<file path="src/rtl/spi_pkg.sv">
// Shared definitions for the SPI word capture block: default sizes, FSM
// encoding and the idle line levels the input synchronizers reset to.
package spi_pkg;

    localparam int WIDTH_DEF = 16;
    localparam int SYNC_DEF  = 2;

    localparam logic [1:0] ST_IDLE = 2'd0;
    localparam logic [1:0] ST_RECV = 2'd1;
    localparam logic [1:0] ST_DONE = 2'd2;

    typedef enum logic [1:0] {
        IDLE = ST_IDLE,
        RECV = ST_RECV,
        DONE = ST_DONE
    } state_e;

    localparam logic SCLK_RST_LVL = 1'b0;
    localparam logic CS_RST_LVL   = 1'b1;
    localparam logic MOSI_RST_LVL = 1'b0;

endpackage

</file>
<file path="src/rtl/spi_sync_edge.sv">
// Multi-stage synchronizer for one asynchronous pad, plus registered rise/fall
// strobes. The level output is delayed to line up with the strobes.
module spi_sync_edge
    import spi_pkg::*;
#(
    parameter int   SYNC_STAGES = SYNC_DEF,
    parameter logic RST_LVL     = 1'b0
) (
    input  logic clk,
    input  logic rst,
    input  logic din,
    output logic level,
    output logic rise,
    output logic fall
);

    logic [SYNC_STAGES-1:0] sync_q, sync_d;
    logic                   level_q, level_d;
    logic                   rise_q, rise_d;
    logic                   fall_q, fall_d;

    always_comb begin
        sync_d  = {sync_q[SYNC_STAGES-2:0], din};
        level_d = sync_q[SYNC_STAGES-1];
        rise_d  = sync_q[SYNC_STAGES-1] & ~level_q;
        fall_d  = ~sync_q[SYNC_STAGES-1] & level_q;
    end

    always_ff @(posedge clk or negedge rst) begin
        if (!rst) begin
            sync_q  <= {SYNC_STAGES{RST_LVL}};
            level_q <= RST_LVL;
            rise_q  <= 1'b0;
            fall_q  <= 1'b0;
        end else begin
            sync_q  <= sync_d;
            level_q <= level_d;
            rise_q  <= rise_d;
            fall_q  <= fall_d;
        end
    end

    assign level = level_q;
    assign rise  = rise_q;
    assign fall  = fall_q;

endmodule

</file>
<file path="src/rtl/spi_word_capture.sv">
// SPI mode-0 slave receiver: captures one WIDTH-bit word per chip-select frame,
// echoes the previously held word on miso and flags frames cut short.
module spi_word_capture
    import spi_pkg::*;
#(
    parameter int WIDTH       = WIDTH_DEF,
    parameter int SYNC_STAGES = SYNC_DEF
) (
    input  logic             clk,
    input  logic             rst,
    input  logic             sclk,
    input  logic             cs_n,
    input  logic             mosi,
    output logic             miso,
    output logic [WIDTH-1:0] value,
    output logic             word_valid,
    output logic             frame_err
);

    localparam int              CW        = $clog2(WIDTH + 1);
    localparam int              FW        = $clog2(SYNC_STAGES + 3);
    localparam logic [CW-1:0]   LAST_BIT  = CW'(WIDTH - 1);
    localparam logic [FW-1:0]   FLUSH_END = FW'(SYNC_STAGES + 2);

    logic sclk_lvl_unused, rise_sclk, fall_sclk;
    logic cs_lvl, rise_cs, fall_cs;
    logic mosi_lvl, mosi_rise_unused, mosi_fall_unused;

    spi_sync_edge #(.SYNC_STAGES(SYNC_STAGES), .RST_LVL(SCLK_RST_LVL)) u_sclk (
        .clk(clk), .rst(rst), .din(sclk),
        .level(sclk_lvl_unused), .rise(rise_sclk), .fall(fall_sclk)
    );
    spi_sync_edge #(.SYNC_STAGES(SYNC_STAGES), .RST_LVL(CS_RST_LVL)) u_cs (
        .clk(clk), .rst(rst), .din(cs_n),
        .level(cs_lvl), .rise(rise_cs), .fall(fall_cs)
    );
    spi_sync_edge #(.SYNC_STAGES(SYNC_STAGES), .RST_LVL(MOSI_RST_LVL)) u_mosi (
        .clk(clk), .rst(rst), .din(mosi),
        .level(mosi_lvl), .rise(mosi_rise_unused), .fall(mosi_fall_unused)
    );

    state_e           state_q, state_d;
    logic [WIDTH-2:0] shift_q, shift_d;
    logic [CW-1:0]    cnt_q, cnt_d;
    logic [WIDTH-1:0] tx_q, tx_d;
    logic [WIDTH-1:0] value_q, value_d;
    logic             miso_q, miso_d;
    logic             word_valid_q, word_valid_d;
    logic             frame_err_q, frame_err_d;
    logic [FW-1:0]    flush_q, flush_d;
    logic             armed_q, armed_d;

    // A frame may only start after cs_n has been seen high once the synchronizer
    // has flushed its reset levels, so a cs_n held low across reset is ignored.
    always_comb begin
        state_d      = state_q;
        shift_d      = shift_q;
        cnt_d        = cnt_q;
        tx_d         = tx_q;
        value_d      = value_q;
        miso_d       = miso_q;
        word_valid_d = 1'b0;
        frame_err_d  = frame_err_q;
        flush_d      = (flush_q == FLUSH_END) ? flush_q : flush_q + 1'b1;
        armed_d      = armed_q | ((flush_q == FLUSH_END) & cs_lvl);

        unique case (state_q)
            IDLE: begin
                if (fall_cs && armed_q) begin
                    tx_d    = value_q;
                    miso_d  = value_q[WIDTH-1];
                    cnt_d   = '0;
                    state_d = RECV;
                end
            end
            RECV: begin
                // cs_n rising ends the frame even if an sclk rise lands in the same cycle.
                if (rise_cs) begin
                    if (cnt_q != '0) frame_err_d = 1'b1;
                    state_d = IDLE;
                end else begin
                    if (rise_sclk) begin
                        shift_d = {shift_q[WIDTH-3:0], mosi_lvl};
                        cnt_d   = cnt_q + 1'b1;
                        if (cnt_q == LAST_BIT) begin
                            value_d      = {shift_q, mosi_lvl};
                            word_valid_d = 1'b1;
                            frame_err_d  = 1'b0;
                            state_d      = DONE;
                        end
                    end
                    if (fall_sclk) begin
                        tx_d   = tx_q << 1;
                        miso_d = tx_q[WIDTH-2];
                    end
                end
            end
            DONE: begin
                if (rise_cs) state_d = IDLE;
            end
            default: state_d = IDLE;
        endcase
    end

    always_ff @(posedge clk or negedge rst) begin
        if (!rst) begin
            state_q      <= IDLE;
            shift_q      <= '0;
            cnt_q        <= '0;
            tx_q         <= '0;
            value_q      <= '0;
            miso_q       <= 1'b0;
            word_valid_q <= 1'b0;
            frame_err_q  <= 1'b0;
            flush_q      <= '0;
            armed_q      <= 1'b0;
        end else begin
            state_q      <= state_d;
            shift_q      <= shift_d;
            cnt_q        <= cnt_d;
            tx_q         <= tx_d;
            value_q      <= value_d;
            miso_q       <= miso_d;
            word_valid_q <= word_valid_d;
            frame_err_q  <= frame_err_d;
            flush_q      <= flush_d;
            armed_q      <= armed_d;
        end
    end

    assign miso       = miso_q;
    assign value      = value_q;
    assign word_valid = word_valid_q;
    assign frame_err  = frame_err_q;

endmodule

</file>
<file path="config.mk">
export PLATFORM = sky130hd
export DESIGN_NAME = spi_word_capture
export DESIGN_NICKNAME = d
export VERILOG_FILES = /design/src/rtl/spi_pkg.sv /design/src/rtl/spi_sync_edge.sv /design/src/rtl/spi_word_capture.sv
export SDC_FILE = /design/constraint.sdc
export NUM_CORES = 1
export LEC_CHECK = 0
export ABC_AREA = 1
export BUFFER_PORTS_ARGS = -buffer_cell sky130_fd_sc_hd__buf_2
export CAP_MARGIN = 10
export CORE_ASPECT_RATIO = 0.5
export CORE_MARGIN = 8
export CORE_UTILIZATION = 44
export CTS_BUF_LIST = sky130_fd_sc_hd__clkbuf_8
export DETAILED_ROUTE_END_ITERATION = 8
export PLACE_DENSITY = 0.65
export SLEW_MARGIN = 15
export SYNTH_ARGS = -nofsm -noshare
export SYNTH_HDL_FRONTEND = slang
export SYNTH_SLANG_ARGS = --single-unit
</file>
<file path="constraint.sdc">
create_clock -name clk -period 2.1 [get_ports clk]
set_clock_uncertainty 0.05 [all_clocks]
set_input_delay 0 -clock clk [delete_from_list [all_inputs] [get_ports clk]]
set_output_delay 0 -clock clk [all_outputs]
set_load 0.02 [all_outputs]
</file>
==> impl_metrics.tcl <==
set metrics [dict create \
    coreArea_sq_mm 0.006700 \
    grt_pass1_wl_mm 10.63 \
    drtAntennaViolNets 0 \
    power.density_mw_per_mm2 868.3 \
    cts_resized 0 \
    p_leak_uw 0.001994 \
    seq_area_frac_synth_pct 60.06 \
    syn-cell-area_sq_mm 0.003048 \
    path_clk_slew_ps 80 \
    worstPathArrival_ps 2110 \
    rows 21 \
    hp-class "in -> async" \
    critical_path_class "reg -> reg" \
    syn-instance-count 351 \
    cts_max_path_buffers 2 \
    ios 24 \
    relSlewSlack_pct 65.85 \
    initial_core_util_pct 45.49 \
    cts.sinks 73 \
    antenna_found_initial 0 \
    grt_pass1_vias 2213 \
    place_congestion 0.7541 \
    slew_violations 0 \
    fin_setup_tns_ps 0 \
    vias 2228 \
    die_area_sq_mm 0.01001 \
    preCtsSetupSlack_ps 246.0 \
    tightest_slew_ps 510.3 \
    num_antenna_cells 0 \
    drt-pass1-iter-count 4 \
    period_share_pct 89.04 \
    hold_ws_ps 127.6 \
    max_freq_mhz 534.8 \
    outcome "finished clean" \
    yosysWarningCount 0 \
    setup_violations 0 \
    required_ps 2340 \
    rsz0062_at_grt "no" \
    drt-total-wl_mm 6.051 \
    overflow 0 \
    cts_root_buffer "clkbuf_8" \
    grt_max_degree 41 \
    tritoncts "built" \
    syn_nets 362 \
    hold_buffers 5 \
    post_cts_buffers 0 \
    fp.dieW_um 133.7 \
    setup.worst_path.end_class "flip-flop" \
    viasPerCell 4.622 \
    cp-start-kind "flip-flop" \
    cts_buffers 9 \
    crit_fanout 17 \
    drtIter0Drc 189 \
    setup_ws_ps 230.1 \
    ys_types 25 \
    wl_per_cell_um 12.55 \
    grtUsageTotal_pct 13.69 \
    h-tree-depth 3 \
    dpl.hpwl_mm 4.168 \
    syn_area_per_cell_sq_um 8.684 \
    drc 0 \
    layout-drive-gt1-share_pct 13.85 \
    min_period_ps 1870 \
    vdd_drop_max_uv 394.1 \
    die_h_um 74.85 \
    ys_seq_elements 73 \
    syn2layout_area_growth_pct 15.80 \
    hold_violations 0 \
    insertion_delay_ps 340 \
    drv_cap 0 \
    nets 396 \
    port-buffer-count 23 \
]
sequential cells by signal (all words and copies together) (netlist names), 2 cells and up:
register	count
shift_q	15
u_cs.sync_q	2
state_q	2
u_mosi.sync_q	2
cnt_q	5
value	16
tx_q	15
u_sclk.sync_q	2
flush_q	3
critical path, cell delays in order (launching register included):
cell	delay, ps
dfrtp_1	420
ha_1	210
nand2_1	80
nor2_1	170
ha_1	260
inv_1	90
nor2_4	320
nand2_1	130
nand2_1	80
cell type report:
cell class | count | area [sq um]
fillers | 602 | 3171
flip-flops and latches | 73 | 1831
multi-input cells | 251 | 1082
repair buffers | 33 | 202.7
clock buffers | 9 | 123.9
well taps | 92 | 115.1
clock inverters | 7 | 111.4
inverters | 17 | 63.81
routing by layer:
layer	up-vias	global-route usage [%]	part of all wire, %	routed length (um)
met2	39	20.74	45	2735
met1	1050	17.58	50	3020
met3	6	4.261	3.2	195
met4	0	7.028	1.6	99
li1	1133	-	-	-
met5	-	0	0	0
synthesized netlist by cell type:
library cell,number,area share (%)
xnor2_1,1,0.29
nand4_1,1,0.21
inv_1,15,1.8
nor3_4,1,0.53
nand3b_1,1,0.25
buf_6,3,1.1
dfstp_2,3,2.6
o31ai_1,1,0.25
o21ai_0,10,1.6
o21ai_1,1,0.16
nand2_1,204,25
buf_4,2,0.49
nand2_2,2,0.41
nand3_1,6,0.99
nor2_2,1,0.21
nor2_1,11,1.4
clkbuf_1,2,0.25
nor2_4,1,0.37
dfrtp_1,70,57
ha_1,6,2.5
o21bai_1,1,0.25
xor2_1,1,0.29
nand2_4,2,0.74
buf_2,3,0.49
inv_2,2,0.25
power breakdown:
group	switching [uW]	internal (uW)	leakage [uW]
combinational	179	77.9	0.000894
sequential	53.8	1470	0.000974
clock	503	780	0.000126
total	736	2330	0.00199
placed cells by master (no fill, tap or decap), types with 3 or more instances in the layout:
| cell | n |
|---|---|
| bufinv_16 | 3 |
| clkbuf_8 | 9 |
| buf_4 | 5 |
| inv_1 | 17 |
| nor2_1 | 11 |
| o21ai_0 | 10 |
| ha_1 | 6 |
| dfstp_2 | 3 |
| nand2_1 | 204 |
| buf_2 | 23 |
| dlygate4sd3_1 | 5 |
| dfrtp_1 | 70 |
| nand3_1 | 6 |
logic make-up after synthesis:
logic type	Yosys count	synth area share (%)
and+or+nand+nor	230	30.17
DFF	73	60.06
buffers and inverters	27	4.433
AOI/OAI and AO/OA	13	2.299
adders and majority gates	6	2.463
xor gates and xnor gates	2	0.5748
worst paths after layout:
kind | startpoint | endpoint | slack, ps | cells after the start
min reg2reg | u_sclk.sync_q[0]$_DFF_PN0_ | u_sclk.sync_q[1]$_DFF_PN0_ | 300 | 0
min in group clk | mosi | u_mosi.sync_q[0]$_DFF_PN0_ | 240 | 2
min | rst | u_cs.level$_DFF_PN1_ | 130 | 2
max reg2reg | cnt_q[1]$_DFFE_PN0P_ | value[4]$_DFFE_PN0P_ | 230 | 8
max in group asynchronous | rst | u_sclk.sync_q[1]$_DFF_PN0_ | 1200 | 3
max | cnt_q[1]$_DFFE_PN0P_ | value[4]$_DFFE_PN0P_ | 230 | 8
stage by stage:
step / cells / util [%] / instance area, sq um / total power (uW)
after floorplan: 351 / - / 3048 / 1716
after CTS: 482 / 52.68 / 3530 / 3102
after global routing: 482 / 52.68 / 3530 / 3222
after global placement: 461 / 48.42 / 3244 / 1789
final: 482 / 52.68 / 3530 / 3065
after detailed placement: 461 / 48.42 / 3244 / 1806
No activity file was read; power rests on OpenSTA's default activity.
